File: src/rtl/sram_arbiter.sv
// Two-requester, burst-granted arbiter in front of a single-port synchronous SRAM.
// Optional build macro: ARB_TIMEOUT_EN enables forced handover after MAX_HOLD owned
// cycles when the other requester is waiting. Without it an owner holds indefinitely.
module sram_arbiter #(
  parameter int unsigned DATA_WIDTH = 8,
  parameter int unsigned ADDR_WIDTH = 4,
  parameter int unsigned MAX_HOLD   = 32
) (
  input  logic                  clk,
  input  logic                  reset,
  input  logic                  req0,
  input  logic                  req1,
  output logic                  gnt0,
  output logic                  gnt1,
  input  logic                  en0,
  input  logic                  en1,
  input  logic                  we0,
  input  logic                  we1,
  input  logic [ADDR_WIDTH-1:0] addr0,
  input  logic [ADDR_WIDTH-1:0] addr1,
  input  logic [DATA_WIDTH-1:0] wdata0,
  input  logic [DATA_WIDTH-1:0] wdata1,
  output logic                  rvalid0,
  output logic                  rvalid1,
  output logic [DATA_WIDTH-1:0] rdata,
  output logic                  sram_en,
  output logic                  sram_we,
  output logic [ADDR_WIDTH-1:0] sram_addr,
  output logic [DATA_WIDTH-1:0] sram_wdata,
  input  logic [DATA_WIDTH-1:0] sram_rdata
);

  typedef enum logic [1:0] {StIdle, StOwn0, StOwn1} state_e;

  state_e state_q, state_d;
  logic   rr_q, rr_d;          // requester favoured on a tie
  logic   gnt0_q, gnt1_q;
  logic   rvalid0_q, rvalid0_d;
  logic   rvalid1_q, rvalid1_d;
  logic   hold_max;            // owner has used up its slot

`ifdef ARB_TIMEOUT_EN
  localparam int unsigned HoldW = (MAX_HOLD > 1) ? $clog2(MAX_HOLD) : 1;

  logic [HoldW-1:0] hold_q, hold_d;

  assign hold_max = (hold_q == HoldW'(MAX_HOLD - 1));

  // Consecutive-owned-cycle counter: clears on any state change, saturates at MAX_HOLD-1.
  always_comb begin
    hold_d = hold_q;
    if (state_d != state_q) begin
      hold_d = '0;
    end else if (state_q != StIdle && !hold_max) begin
      hold_d = hold_q + HoldW'(1);
    end
  end

  // Hold counter register.
  always_ff @(posedge clk) begin
    if (reset) begin
      hold_q <= '0;
    end else begin
      hold_q <= hold_d;
    end
  end
`else
  logic unused_max_hold;

  assign hold_max        = 1'b0;
  assign unused_max_hold = ^MAX_HOLD;
`endif

  // Next ownership and round-robin pointer.
  always_comb begin
    state_d = state_q;
    rr_d    = rr_q;
    unique case (state_q)
      StIdle: begin
        if (req0 && req1) begin
          state_d = rr_q ? StOwn1 : StOwn0;
        end else if (req0) begin
          state_d = StOwn0;
        end else if (req1) begin
          state_d = StOwn1;
        end
      end
      StOwn0: begin
        if (!req0) begin
          state_d = req1 ? StOwn1 : StIdle;
        end else if (req1 && hold_max) begin
          state_d = StOwn1;
        end
      end
      StOwn1: begin
        if (!req1) begin
          state_d = req0 ? StOwn0 : StIdle;
        end else if (req0 && hold_max) begin
          state_d = StOwn0;
        end
      end
      default: state_d = StIdle;
    endcase
    // A grant to k hands the next tie to the other requester.
    if (state_d == StOwn0) begin
      rr_d = 1'b1;
    end else if (state_d == StOwn1) begin
      rr_d = 1'b0;
    end
  end

  // Read tags: a read issued by the owner returns on the following cycle.
  always_comb begin
    rvalid0_d = (state_q == StOwn0) && en0 && !we0;
    rvalid1_d = (state_q == StOwn1) && en1 && !we1;
  end

  // State, pointer and registered outputs.
  always_ff @(posedge clk) begin
    if (reset) begin
      state_q   <= StIdle;
      rr_q      <= 1'b0;
      gnt0_q    <= 1'b0;
      gnt1_q    <= 1'b0;
      rvalid0_q <= 1'b0;
      rvalid1_q <= 1'b0;
    end else begin
      state_q   <= state_d;
      rr_q      <= rr_d;
      gnt0_q    <= (state_d == StOwn0);
      gnt1_q    <= (state_d == StOwn1);
      rvalid0_q <= rvalid0_d;
      rvalid1_q <= rvalid1_d;
    end
  end

  // SRAM port mux driven only by the current owner.
  always_comb begin
    sram_en    = 1'b0;
    sram_we    = 1'b0;
    sram_addr  = '0;
    sram_wdata = '0;
    unique case (state_q)
      StOwn0: begin
        sram_en    = en0;
        sram_we    = we0;
        sram_addr  = addr0;
        sram_wdata = wdata0;
      end
      StOwn1: begin
        sram_en    = en1;
        sram_we    = we1;
        sram_addr  = addr1;
        sram_wdata = wdata1;
      end
      default: ;
    endcase
  end

  assign gnt0    = gnt0_q;
  assign gnt1    = gnt1_q;
  assign rvalid0 = rvalid0_q;
  assign rvalid1 = rvalid1_q;
  assign rdata   = sram_rdata;

endmodule

File: config.mk
export PLATFORM = sky130hd
export DESIGN_NAME = sram_arbiter
export DESIGN_NICKNAME = d
export VERILOG_FILES = /design/src/rtl/sram_arbiter.sv
export SDC_FILE = /design/constraint.sdc
export NUM_CORES = 1
export LEC_CHECK = 0
export ABC_AREA = 1
export CORE_MARGIN = 2
export CORE_UTILIZATION = 30
export CTS_BUF_LIST = sky130_fd_sc_hd__clkbuf_4 sky130_fd_sc_hd__clkbuf_8
export DETAILED_ROUTE_END_ITERATION = 8
export PLACE_DENSITY = 0.82
export SLEW_MARGIN = 5
export SYNTH_ARGS = -nofsm -noshare
export SYNTH_HDL_FRONTEND = slang
export SYNTH_SLANG_ARGS = --single-unit
export TNS_END_PERCENT = 5
File: constraint.sdc
create_clock -name clk -period 2.1 [get_ports clk]
set_clock_uncertainty 0.05 [all_clocks]
set_input_delay 0.42 -clock clk [delete_from_list [all_inputs] [get_ports clk]]
set_output_delay 0.42 -clock clk [all_outputs]
set_load 0.01 [all_outputs]
Yosys cells after proc, flatten, opt, wreduce, memory -nomap -nowiden. Index checks and enable logic that the tools add are counted.

Bits in registers: 7. Latch bits: 0. Bits in writable memories: 0. Memory bits (read-only): 0. Input port bits: 40. Memories kept: 0.

$add $sub $neg: 0. $mul: 0. Div/mod/pow operators: 0. Order comparisons: 0. Equality and inequality tests: 4. Shift operators: 0. Muxes and demuxes: 15. Bitwise logic cells: 0. Reduce and logical (&&, ||, !) cells: 9.

Operator list (count): $pmux 8 s2 (1); $mux 2 (7); $pmux 4 s2 (1); $pmux 2 s3 (1); $logic_and 1x1->1 (5); $eq 2x1->1 const B (2); $eq 2x2->1 const B (2); $pmux 1 s2 (2); $mux 1 (3); $logic_not 1->1 (2); $logic_not 2->1 (1); $reduce_bool 2->1 (1).

Longest topological paths before layout. Gate-level depths: netlist (run 1).

Word-level depth: 7. Depth in mapped cells: 14.

Worst setup path before layout (run 1). No wires, ideal clock.

Path type: register to register. From: register state_q[1]. To: register rr_q. Arrival: 1.513 ns. Path slack: 0.424 ns. Stages on the path, launching flop included: 15. Path buffers: 1. Cell sequence: dfxtp_1 inv_1 ha_1 buf_4 nand3_1 nand2_1 nand2_1 nand2_1 nand2_2 inv_1 ha_1 inv_1 nor2_1 a21oi_1 nor2_1.

Elaborated cells on any way between the ends: 13. Classes of those cells: 4 x eq/ne; 7 x mux; 2 x reduce/logical.

RTL lines: from (decl) (line 35) `state_e state_q, state_d;`; from (signal assigned) (line 121) `state_q <= StIdle;`; from (signal assigned) (line 128) `state_q <= state_d;`; $eq 2x2->1, or another cell as far along (line 78) `unique case (state_q)`; $pmux 2 s3 * (line 78); via state_d[0] (line 35); $eq 2x1->1 * (line 105) `if (state_d == StOwn0) begin`; $mux 1 * (line 105); via rr_d (line 36) `logic rr_q, rr_d;`; to (signal assigned) (line 129) `rr_q <= rr_d;`; to (decl) (line 36).

Mark *: on every way through the listed nets, which the timed path passes. The rest lies on a longest branch. A chain may end at the register's enable or synchronous reset.

Worst setup path after layout (run 1).
From: register state_q[0]. To: output port sram_addr[1].

Longest elaborated chain between the ends: 2. Elaborated cells on any way between the ends: 3. Classes of those cells: 2 x eq/ne; 1 x mux.

Ends and longest elaborated chain: $eq 2x2->1 / $eq 2x1->1 (equally long branches) (line 143) `unique case (state_q)`; $pmux 4 s2 * (line 143); to (decl) (line 28) `output logic [ADDR_WIDTH-1:0] sram_addr,`.

Mark *: on every way between the ends. The rest lies on a longest branch, timed or not.

==> results by group, run 1 <==
Synthesis
  – Syn. warnings: 0
  – Top area cells in the synthesized netlist: nand2_1, dfxtp_1, ha_1
  – Commonest cells post-synth: nand2_1, a21oi_1, buf_4, inv_1
  – Yosys top cell area share: a little under a quarter
  – Post-Synthesis Mean Instance Area: roughly 6.2 µm²
  – Post-synth EDFFs: 0
  – Dominant cell by count in the synthesized netlist: nand2_1
  – Asr flop ratio synth: 0%
  – Primary FF master, synth: dfxtp_1
  – Yosys reg bits: 7
  – Area leader, netlist: nand2_1
  – Cell variety after synth: 15
  – Mapped cell area: approximately 660 µm²
  – Post-Synthesis Net Count: approximately 150
  – Cells after Synth: between 100 and 150
  – Sequential share of the synthesized area: 21.21%

Setup path
  – Worst Path Required: approximately 1.6 ns
  – CP Capture Type: output pin
  – Worst R2R Setup Slack: roughly 0.26 ns
  – Max FO, Critical Path: 5
  – Cells on worst reg2reg path: 11
  – Reg2reg end: rr_q$_SDFFE_PP0P_
  – Reg2reg start: state_q[0]$_SDFF_PP0_
  – Critical path start-end classification: flip-flop to output pin
  – Crit path launch type: flip-flop
  – Crit path DAT: roughly 1.6 ns

Timing
  – RSZ-0062 raised after global routing: no
  – Setup Viol. Count Final: 0
  – Achievable Freq: 492.4 MHz
  – Worst Tran Pin Value: 0.3018 ns
  – Min Tclk post-route: a little over 2 ns
  – Worst setup margin: 0.06918 ns
  – Period utilisation layout: a little under 100%
  – Slew HR: between 70% and 80%
  – Hold Violations, Final: 0
  – Max-slew violations: 0

Global routing
  – Largest net degree at the start of global routing: 11
  – Global routing usage on met1: 16.19%
  – Tot GR Track Use: between 15 and 20%
  – Initial antenna violation count: 0
  – M3 GR Usage: under 10%
  – Grt met2 use: between 30 and 40%
  – Global-route wire length before repair: 3663 µm
  – Gr busiest metal: met2
  – Overflow after GRT: 0
  – Number of global-route vias before repair: 894

Finish
  – Fillers: about 170
  – Final std cells w/o fill: around 190
  – Area of the multi-input gates: roughly 420 µm²
  – Proportion of layout cells with a drive suffix above 1: about a quarter
  – Diodes inserted: 0
  – Syn-to-layout area delta: 89.39%
  – Sequential cell area: between 100 and 150 µm²
  – Nets: between 200 and 250
  – Post-layout util: 61.88%

Floorplan
  – Core footprint: roughly 2000 µm²
  – Die width: ~51 µm
  – Initial Util: between 30% and 40%
  – Die Ht: around 51 µm
  – DIE AREA: ~2600 µm²
  – Ports: 66
  – # rows: 16

Placed design
  – Post-Place Setup Slack: -0.07412 ns
  – Final GP Congestion: between 0.7 and 0.8
  – Placed cell count: roughly 180
  – IO buf count: 49
  – Hpwl dp: between 1500 and 2000 µm

Clocking
  – Num CTS Buffers: 3
  – Skew-Pair Late Insertion Delay: about 0.26 ns
  – CTS tree: built
  – CTS clk-pin slew, worst paths: roughly 0.050 ns
  – Htree depth: 1
  – Clock tree sinks: 7
  – Root Buffer: clkbuf_4
  – CTS max path bufs: 2

Hold path
  – Min-delay worst type: flip-flop to flip-flop
  – Worst Hold Depth: 2
  – Hold Path Sink: rr_q$_SDFFE_PP0P_
  – Hold Crit Start: rr_q$_SDFFE_PP0P_

Detailed routing
  – Via count: around 870
  – Vias/cell: ~4.6
  – Router iterations before antenna repair: 4
  – DRC viols: 0
  – Post-Route WL: around 2400 µm
  – Initial DRC Count: 5
  – Detail Route Antenna Nets: 0
  – Wire per inst: between 10 and 15 µm

Pwr
  – Leakage power: between 0.5 and 0.6 nW
  – Maximum vdd drop: roughly 0.36 mV
  – Pwr Density: 564.7 nW/µm²

Run status
  – Status: complete, no violations

Run
  – Max Cap Violations: 0
[worst max-delay path, cell delays in order, from the launching register on]
cell and delay, ns:
dfxtp_1 0.34, inv_2 0.07, ha_4 0.30, clkinvlp_4 0.13
buf_4 0.17, a21oi_2 0.14, clkbuf_2 0.15
[cell families (layout without fill, tap and decap cells)]
kind of cell	Yosys count	in the layout	synth area share, %
compound gates	16	16	12.12
fa+ha+maj	7	7	13.26
flops	7	7	21.21
buf+inv	22	79	18.56
simple gates	55	55	34.85
[power by group]
group / switching [mW] / internal, mW / leakage (nW)
clock network: 0.0517 / 0.0855 / 0.0184
registers: 0.00788 / 0.149 / 0.0576
logic: 0.196 / 0.216 / 0.493
total: 0.256 / 0.451 / 0.569
[what timing repair did]
action,CTS,global route
setup buffers,5,0
hold buffers,0,0
endpoints found under the setup margin,14,11
pin swaps,1,0
cloned,1,0
resized for setup,37,10
[cell usage in the layout, fill, tap and decap left out, drive strengths merged]
| cell | count |
|---|---|
| nor3 | 2 |
| dlygate4sd2 | 5 |
| nand2 | 42 |
| buf | 20 |
| clkdlybuf4s50 | 35 |
| nor2 | 6 |
| a21oi | 15 |
| inv | 9 |
| clkbuf | 8 |
| o21ai | 1 |
| nand3 | 5 |
| ha | 7 |
| clkinvlp | 2 |
| dfxtp | 7 |
[flip-flops by register name (all words and copies together) (netlist names)]
name and flops:
state_q 2, gnt0 1, gnt1 1, rr_q 1, rvalid0 1, rvalid1 1
[layer usage]
layer  share of wire [%]  vias up
met3                  11        7
met1                  37      382
met2                  51       42
met4                 1.3        0
met5                   0        -
li1                    -      442
[worst max path at each step]
stage / from / end / slack [ns] / cells after the start
after global placement: state_q[1]$_SDFF_PP0_ / sram_wdata[4] / -0.07 / 5
after floorplan: state_q[1]$_SDFF_PP0_ / rr_q$_SDFFE_PP0P_ / 0.42 / 14
after CTS: state_q[0]$_SDFF_PP0_ / sram_wdata[1] / -0.02 / 6
after detailed placement: wdata0[4] / sram_wdata[4] / -0.07 / 4
after global routing: state_q[0]$_SDFF_PP0_ / sram_addr[0] / 0.005 / 6
final: state_q[0]$_SDFF_PP0_ / sram_addr[1] / 0.07 / 6
[through the flow]
step	cell area, µm²	setup TNS (ns)	hold slack, ns	power, mW
global route	1251	0	0.4991	0.7579
floorplan	660.6	0	0.4043	0.3382
finish	1251	0	0.4459	0.7065
detailed placement	1200	-0.1221	0.4494	0.5092
CTS	1282	-0.02373	0.4618	0.7089
global placement	1200	-0.08455	0.4356	0.4986
[final cells by class]
cell class | instances | area share (%)
Clock buffer | 4 | 2.400
Inverter | 10 | 3.300
Multi-Input combinational cell | 78 | 33.60
Sequential cell | 7 | 11.30
Tap cell | 27 | 2.700
Timing Repair Buffer | 64 | 46.10
Timing Repair inverter | 1 | 0.6000
No activity file was read; power rests on OpenSTA's default activity.
==> run 2, diff against run 1 <==
Settings changed: CORE_MARGIN 2 to default, HOLD_SLACK_MARGIN from default to 0.02.
==> results by group, run 2 (synthesized netlist as in run 1, its figures left out) <==
Hold path
  – Min-delay worst type: flip-flop to flip-flop
  – Hold Path Sink: rr_q$_SDFFE_PP0P_
  – Worst Hold Depth: 2
  – Hold Crit Start: rr_q$_SDFFE_PP0P_

Timing
  – WHS: approximately 0.46 ns
  – Achievable Freq: just under 500 MHz
  – Period utilisation layout: between 90% and 100%
  – Max-slew violations: 0
  – Slew HR: 80.65%
  – Hold Violations, Final: 0
  – Min Tclk post-route: 2.059 ns
  – RSZ-0062 raised after global routing: yes
  – Worst Tran Pin Value: around 0.29 ns
  – Setup Viol. Count Final: 0

Setup path
  – Worst Path Required: roughly 1.6 ns
  – Crit path buf inv count: 5
  – Worst R2R Setup Slack: 0.19 ns
  – CP Capture Type: output pin
  – Reg2reg end: rr_q$_SDFFE_PP0P_
  – Max stage delay on crit path: 0.34 ns
  – Worst path cell trace: inv_2 -> ha_4 -> clkinvlp_4 -> buf_6 -> buf_4 -> a21oi_1 -> buf_2
  – Reg2reg start: state_q[0]$_SDFF_PP0_
  – Crit path DAT: 1.59 ns
  – Cells on worst reg2reg path: 15
  – Max FO, Critical Path: 5
  – Critical path start-end classification: flip-flop to output pin
  – Crit path launch type: flip-flop
  – CP delay by family, top: buffers and inverters
  – Critical Path Source: state_q[0]$_SDFF_PP0_
  – Slowest CP cell: dfxtp_2

Detailed routing
  – Via count: a little under 900
  – Vias/cell: between 4 and 5
  – DRC viols: 0
  – Detail Route Antenna Nets: 0
  – Wire per inst: between 10 and 15 µm
  – Router iterations before antenna repair: 4
  – Initial DRC Count: 9
  – Post-Route WL: 2279 µm

Clocking
  – CTS hold repair buffers: 0
  – CTS max path bufs: 2
  – Clock tree sinks: 7
  – CTS tree: built
  – CTS clk-pin slew, worst paths: ~0.050 ns
  – Root Buffer: clkbuf_4
  – Num CTS Buffers: 3
  – Htree depth: 1
  – Skew-Pair Late Insertion Delay: 0.25 ns

Placed design
  – Final GP Congestion: 0.7749
  – Hpwl dp: around 1600 µm
  – IO buf count: 49

Finish
  – Sequential cell area: roughly 140 µm²
  – Most frequent cells in the layout: nand2_1, clkdlybuf4s50_1, buf_4
  – Commonest non-fill, non-tap cell in the layout: nand2_1
  – Area of the multi-input gates: 421.7 µm²
  – Post-layout util: approximately 64%
  – Biggest register: state_q
  – Largest register FFs: 2
  – Syn-to-layout area delta: 94.70%
  – Nets: between 200 and 250
  – Fillers: approximately 180
  – Proportion of layout cells with a drive suffix above 1: between 30% and 40%
  – Diodes inserted: 0

Run
  – Max Cap Violations: 0

Pwr
  – Pwr Density: 580.8 nW/µm²
  – Leakage power: around 0.6 nW
  – Maximum vdd drop: approximately 0.46 mV

Global routing
  – Global-route wire length before repair: 3546 µm
  – Initial antenna violation count: 0
  – Number of global-route vias before repair: 837
  – Tot GR Track Use: roughly 19%
  – Largest net degree at the start of global routing: 15
  – Overflow after GRT: 0

Floorplan
  – Ports: 66
  – DIE AREA: ~2400 µm²
  – # rows: 16
  – Die width: between 40 and 50 µm
  – Initial Util: between 30% and 40%
  – Die Ht: approximately 50 µm
  – Core footprint: just over 2000 µm²

Run status
  – Status: complete, no violations
run 2: cell count changes in the layout (fill, tap and decap cells not counted), sizes merged:
cell	delta
clkbuf	+6
buf	+5
dlygate4sd2	-5
run 2: cell type report:
class	instances	area share, %
inverter	10	3.210
multi-input combinational	78	32.78
timing repair inverter	1	0.5837
clock buffer	4	2.335
tap	27	2.626
timing repair buffer	70	47.37
sequential	7	11.09
run 2: routing by layer:
| metal | GRT usage (%) | vias up | wire length [µm] |
|---|---|---|---|
| met3 | 8.411 | 4 | 189 |
| met4 | 8.824 | 0 | 12 |
| met1 | 17.46 | 375 | 952 |
| met5 | 0 | - | 0 |
| li1 | - | 454 | - |
| met2 | 36.11 | 40 | 1125 |
run 2: worst register-to-register path, delay by kind of cell (launching register included):
kind	cells	cell delay, ns
buf+inv	5	0.48
fa+ha+maj	2	0.41
flops	1	0.34
simple gates	6	0.34
compound gates	2	0.18
run 2: how the worst max path moves through the flow:
stage / endpoint / slack (ns) / cells past startpoint
after global placement: sram_en / -0.005 / 4
after detailed placement: sram_we / -0.03 / 4
final: sram_wdata[7] / 0.04 / 7
after floorplan: rr_q$_SDFFE_PP0P_ / 0.42 / 14
after CTS: sram_we / 0.001 / 6
after global routing: sram_wdata[7] / -0.05 / 7
run 2: power breakdown:
| group | switching [mW] | internal, mW |
|---|---|---|
| sequential | 0.00896 | 0.150 |
| combinational | 0.200 | 0.250 |
| clock | 0.0524 | 0.0856 |
run 2: stage by stage:
stage	worst slack [ns]	instances	setup TNS, ns	cell area (µm²)	power (mW)
global route	-0.05291	197	-0.08297	1286	0.8069
global placement	-0.005014	183	-0.005014	1202	0.4955
finish	0.04148	197	0	1286	0.7471
detailed placement	-0.02899	183	-0.1306	1202	0.5045
floorplan	0.4237	107	0	660.6	0.3382
CTS	0.001274	196	0	1295	0.7194
run 2: timing repair:
| action | 4_1_cts | 5_1_grt |
|---|---|---|
| gates cloned | 1 | 0 |
| setup endpoints to repair | 14 | 13 |
| setup buffers | 8 | 1 |
| gates resized for setup | 35 | 27 |
| pin swaps | 1 | 0 |
